--- config.mk ---
export PLATFORM = sky130hd
export DESIGN_NAME = cross_product_seq
export DESIGN_NICKNAME = d
export VERILOG_FILES = /design/src/rtl/cross_product_seq.sv
export SDC_FILE = /design/constraint.sdc
export NUM_CORES = 1
export LEC_CHECK = 0
export CORE_AREA = 2 2 137 139
export DETAILED_ROUTE_END_ITERATION = 8
export DIE_AREA = 0 0 139 141
export PLACE_DENSITY = 0.86
export SYNTH_ARGS = -nofsm -noshare
export SYNTH_HDL_FRONTEND = slang
export SYNTH_SLANG_ARGS = --single-unit
export TNS_END_PERCENT = 1
--- constraint.sdc ---
create_clock -name clk -period 17.7 [get_ports clk]
set_input_delay 3.54 -clock clk [delete_from_list [all_inputs] [get_ports clk]]
set_output_delay 3.54 -clock clk [all_outputs]
set_load 0.005 [all_outputs]
--- src/rtl/cross_product_seq.sv ---
// cross_product_seq: sequential 3-D signed cross product R = A x B.
// One shared W x W signed multiplier is time-multiplexed over six CALC cycles.
// Operands come in over a valid/ready handshake and results go out over another.
//
// Ports:
//   clk, rst            clock (rising edge), asynchronous active-high reset
//   in_valid, in_ready  operand handshake; in_ready high only in IDLE
//   ax..az, bx..bz      W-bit signed components of A and B
//   out_valid, out_ready result handshake; result held while out_ready is low
//   rx, ry, rz          2W-bit signed components of R
//   busy                high while computing or holding a result
module cross_product_seq #(
  parameter int unsigned W = 8
) (
  input  logic                  clk,
  input  logic                  rst,
  input  logic                  in_valid,
  output logic                  in_ready,
  input  logic signed [W-1:0]   ax,
  input  logic signed [W-1:0]   ay,
  input  logic signed [W-1:0]   az,
  input  logic signed [W-1:0]   bx,
  input  logic signed [W-1:0]   by,
  input  logic signed [W-1:0]   bz,
  output logic                  out_valid,
  input  logic                  out_ready,
  output logic signed [2*W-1:0] rx,
  output logic signed [2*W-1:0] ry,
  output logic signed [2*W-1:0] rz,
  output logic                  busy
);

  localparam int unsigned RW = 2 * W;

  typedef enum logic [1:0] {
    S_IDLE,
    S_CALC,
    S_DONE
  } state_t;

  state_t                r_state;
  logic [2:0]            r_step;
  logic signed [W-1:0]   r_ax, r_ay, r_az, r_bx, r_by, r_bz;
  logic signed [RW-1:0]  r_acc_x, r_acc_y, r_acc_z;

  logic signed [W-1:0]   w_mul_a, w_mul_b;
  logic signed [RW-1:0]  w_prod;

  // Operand select for the shared multiplier, one product term per step
  always_comb begin
    w_mul_a = '0;
    w_mul_b = '0;
    case (r_step)
      3'd0: begin w_mul_a = r_ay; w_mul_b = r_bz; end
      3'd1: begin w_mul_a = r_az; w_mul_b = r_by; end
      3'd2: begin w_mul_a = r_az; w_mul_b = r_bx; end
      3'd3: begin w_mul_a = r_ax; w_mul_b = r_bz; end
      3'd4: begin w_mul_a = r_ax; w_mul_b = r_by; end
      3'd5: begin w_mul_a = r_ay; w_mul_b = r_bx; end
      default: begin w_mul_a = '0; w_mul_b = '0; end
    endcase
  end

  // Operands are sign-extended to 2W first; the full product fits 2W bits
  assign w_prod = RW'(w_mul_a) * RW'(w_mul_b);

  // Control FSM, operand latches, accumulators and registered outputs
  always_ff @(posedge clk or posedge rst) begin
    if (rst) begin
      r_state   <= S_IDLE;
      r_step    <= 3'd0;
      r_ax      <= '0;
      r_ay      <= '0;
      r_az      <= '0;
      r_bx      <= '0;
      r_by      <= '0;
      r_bz      <= '0;
      r_acc_x   <= '0;
      r_acc_y   <= '0;
      r_acc_z   <= '0;
      rx        <= '0;
      ry        <= '0;
      rz        <= '0;
      in_ready  <= 1'b1;
      out_valid <= 1'b0;
      busy      <= 1'b0;
    end else begin
      case (r_state)
        S_IDLE: begin
          if (in_valid && in_ready) begin
            r_ax     <= ax;
            r_ay     <= ay;
            r_az     <= az;
            r_bx     <= bx;
            r_by     <= by;
            r_bz     <= bz;
            r_step   <= 3'd0;
            in_ready <= 1'b0;
            busy     <= 1'b1;
            r_state  <= S_CALC;
          end
        end

        S_CALC: begin
          r_step <= r_step + 3'd1;
          case (r_step)
            3'd0: r_acc_x <= w_prod;
            3'd1: r_acc_x <= r_acc_x - w_prod;
            3'd2: r_acc_y <= w_prod;
            3'd3: r_acc_y <= r_acc_y - w_prod;
            3'd4: r_acc_z <= w_prod;
            3'd5: begin
              // Final subtraction goes straight into rz; results publish together
              rx        <= r_acc_x;
              ry        <= r_acc_y;
              rz        <= r_acc_z - w_prod;
              out_valid <= 1'b1;
              r_step    <= 3'd0;
              r_state   <= S_DONE;
            end
            default: r_step <= 3'd0;
          endcase
        end

        S_DONE: begin
          if (out_ready) begin
            out_valid <= 1'b0;
            busy      <= 1'b0;
            in_ready  <= 1'b1;
            r_state   <= S_IDLE;
          end
        end

        default: begin
          r_state   <= S_IDLE;
          r_step    <= 3'd0;
          in_ready  <= 1'b1;
          out_valid <= 1'b0;
          busy      <= 1'b0;
        end
      endcase
    end
  end

endmodule

==> impl_metrics.yaml <==
floorplan:
  ios: 103
  dieHeight_um: 141
  die-width_um: 139
  num_rows: 50
  dieArea_um2: 19600
  start_util_pct: 58.41
  core-area_um2: 18270
cts:
  clockBufferDepth: 2
  htreeDepth: 4
  cts_buffers: 17
  root_buffer: "clkbuf_16"
  cts_resized: 0
  cts_tree: "done"
  insertion_delay_ps: 430
  post_cts_buffers: 0
  cts_sinks: 152
  ctsHoldBuffers: 0
  clkTransAtPathRegs_ps: 60
sta:
  finalClockSkew_ps: 8.062
  setup_viol: 0
  fin_crit_ps: 8731
  tightestPinTransition_ps: 1389
  post-route-period-util_pct: 49.33
  grt_setup_unrepaired: "no"
  maxSlewHeadroom_pct: 7.388
  max_freq_mhz: 114.5
  slew_viol_final: 0
  fin_setup_tns_ps: 0
  final-hold-violation-count: 0
placement:
  place.gp.congestion: 0.9291
  hpwl_mm: 17.90
  io_buffers: 102
flow_run:
  maxCapViolations: 0
yosys:
  synth_fp_nets: 1261
  synth_ff_type: "dfrtp_1"
  yosys-top-cells-area: "dfrtp_1 (35%), fa_1 (11%), mux2_2 (8.5%)"
  synth.top_cell.area_share_pct: 35.41
  yosysTopAreaCell: "dfrtp_1"
  synthCells: 1078
  synth-edff-count: 0
  async_reset_ff_share_pct: 100.0
  yosys_warnings: 0
  syn-cell-area_um2: 10670
  synth_seq_cells: 152
  avgSynthCellArea_um2: 9.898
  ys_seq_area_share_pct: 35.66
  ys_types: 67
final_layout:
  area_growth_pct: 17.57
  layout-drive-gt1-share_pct: 12.34
  antenna_cells: 0
  fillerInstances: 1303
  regArea_um2: 3805
  multi_input_area_um2: 6346
  layout.nets: 1354
drt:
  avgViaCountPerCell: 5.826
  wirelength_mm: 24.32
  ant_nets: 0
  post_drt_wl_per_cell_um: 17.17
  drc_errors: 0
  drt_pass1_iterations: 6
  num_vias: 8255
  dr.first_iter.drc_count: 683
critical_path:
  crit_path_start: "r_step[2]"
  reg2reg_slack_ps: 8970
  worst_r2r_endpoint: "r_acc_y[14]"
  critPathMaxFanout: 32
  arrival_ps: 8980
  crit_required_ps: 17950
  critPathKind: "flip-flop to flip-flop"
  critPathCapture: "r_acc_y[14]"
  r2r_cells: 22
  end_kind: "flip-flop"
  rr_startpoint: "r_step[2]"
  crit_path_start_kind: "flip-flop"
global_routing:
  grt_pass1_vias: 8152
  gr-total-overflow: 0
  grt_pass1_wl_mm: 40.34
  grt_max_degree: 79
  grt.total_usage_pct: 25.38
  antenna_found_initial: 0
hold_path:
  hold_class: "flip-flop to flip-flop"
outcome:
  status: "completed"
-- synthesized netlist by cell type (5+ instances only) --
library cell  instances
o21a_1               10
nor2_1              103
ha_1                 72
and3_1                6
a211oi_1              8
dfrtp_1             151
o21ai_1               5
xnor2_1              34
mux2_2               81
xor2_1               14
a222oi_1             16
or2_2                10
nand2b_1             15
a31oi_1               5
a21o_1               11
fa_1                 59
o21ai_0              70
nor3_1               17
a211o_1               7
nand2_1              95
mux2i_1               8
a21oi_1              48
o31ai_1               6
inv_1               102
clkbuf_1             27
nor2b_1              16
nand3_1              14
-- layer usage --
metal | share of wire, % | wire length (um) | vias up | global-route usage [%]
met4 | 2.9 | 697 | 0 | 9.888
li1 | - | - | 3884 | -
met3 | 6.4 | 1555 | 55 | 4.823
met5 | 0 | 0 | - | 0
met1 | 43 | 10450 | 3992 | 33.69
met2 | 48 | 11620 | 324 | 41.72
-- cell families (layout without fill, tap and decap cells) --
| kind of cell | count (synthesis) | in the layout | share of synthesized area, % |
|---|---|---|---|
| simple gates | 290 | 290 | 12.09 |
| fa+ha+maj | 135 | 135 | 19.91 |
| flops | 152 | 152 | 35.66 |
| xor+xnor | 49 | 49 | 4.093 |
| compound gates | 222 | 222 | 13.74 |
| buf+inv | 139 | 244 | 4.995 |
| mux | 91 | 91 | 9.510 |
-- metrics by stage --
step	instances	hold slack, ps	cell area [um^2]	utilization, %	setup slack (ps)
global route	1417	514.8	12540	68.67	8587
finish	1417	476.8	12540	68.67	8969
CTS	1417	482.8	12540	68.67	9184
detailed placement	1386	469.6	11910	65.21	9241
floorplan	1078	449.8	10670	-	10070
global placement	1386	460.2	11910	65.21	9565
-- critical path: stages, from the launching register on --
cell,delay (ps)
dfrtp_1,600
inv_2,90
ha_1,620
nand2b_1,470
a222oi_1,890
nor2_1,180
fa_1,520
fa_1,500
inv_1,50
fa_1,480
fa_1,480
inv_1,40
ha_1,320
a21oi_1,330
o21bai_1,140
xnor2_1,740
ha_1,340
and3_1,210
a21oi_1,100
a211oi_1,510
a21oi_1,180
a2111oi_0,580
o32ai_1,160
-- worst min path at each step --
stage | to | cells after the start | slack [ps] | from
after CTS | rx[14] | 2 | 480 | rx[14]
after global routing | ry[4] | 1 | 510 | ry[4]
after global placement | rz[8] | 2 | 460 | rz[8]
after detailed placement | rx[14] | 2 | 470 | rx[14]
final | rz[6] | 2 | 480 | rz[6]
after floorplan | r_acc_z[0] | 2 | 450 | r_acc_z[0]
-- state kept, by name, summed over array words and instances (netlist names), 2 cells and up --
name and flops:
r_acc_x 16, r_by 8, rz 16, r_state 2, ry 16, r_bx 8
r_acc_y 16, r_ax 8, r_bz 8, r_az 8, rx 16, r_ay 8
r_step 3, r_acc_z 16
-- cell type report --
type                    instances  area share, %
repair buffers                109          8.558
multi-input cells             787          50.59
flip-flops and latches        152          30.33
clock inverters                12          1.586
clock buffers                  19          3.451
well taps                     234          2.334
inverters                     104          3.152
-- layout by cell type (no fill, tap or decap), drive strengths merged, types with 6 or more instances in the layout --
cell and n:
buf 7, a222oi 16, xor2 15, and3 6, o21a 10, a21o 11
nand3 14, nand2 95, clkbuf 19, mux2 83, o31ai 6, mux2i 8
nor2 103, a211oi 10, fa 59, nor3 17, a211o 7, inv 105
dfrtp 151, xnor2 34, clkdlybuf4s50 102, o21ai 75, nor2b 16, ha 72
or2 11, a21oi 51, nand2b 15
Power is not shown: default switching activity piles up to over one toggle a cycle in this logic, so the estimate is an artifact.
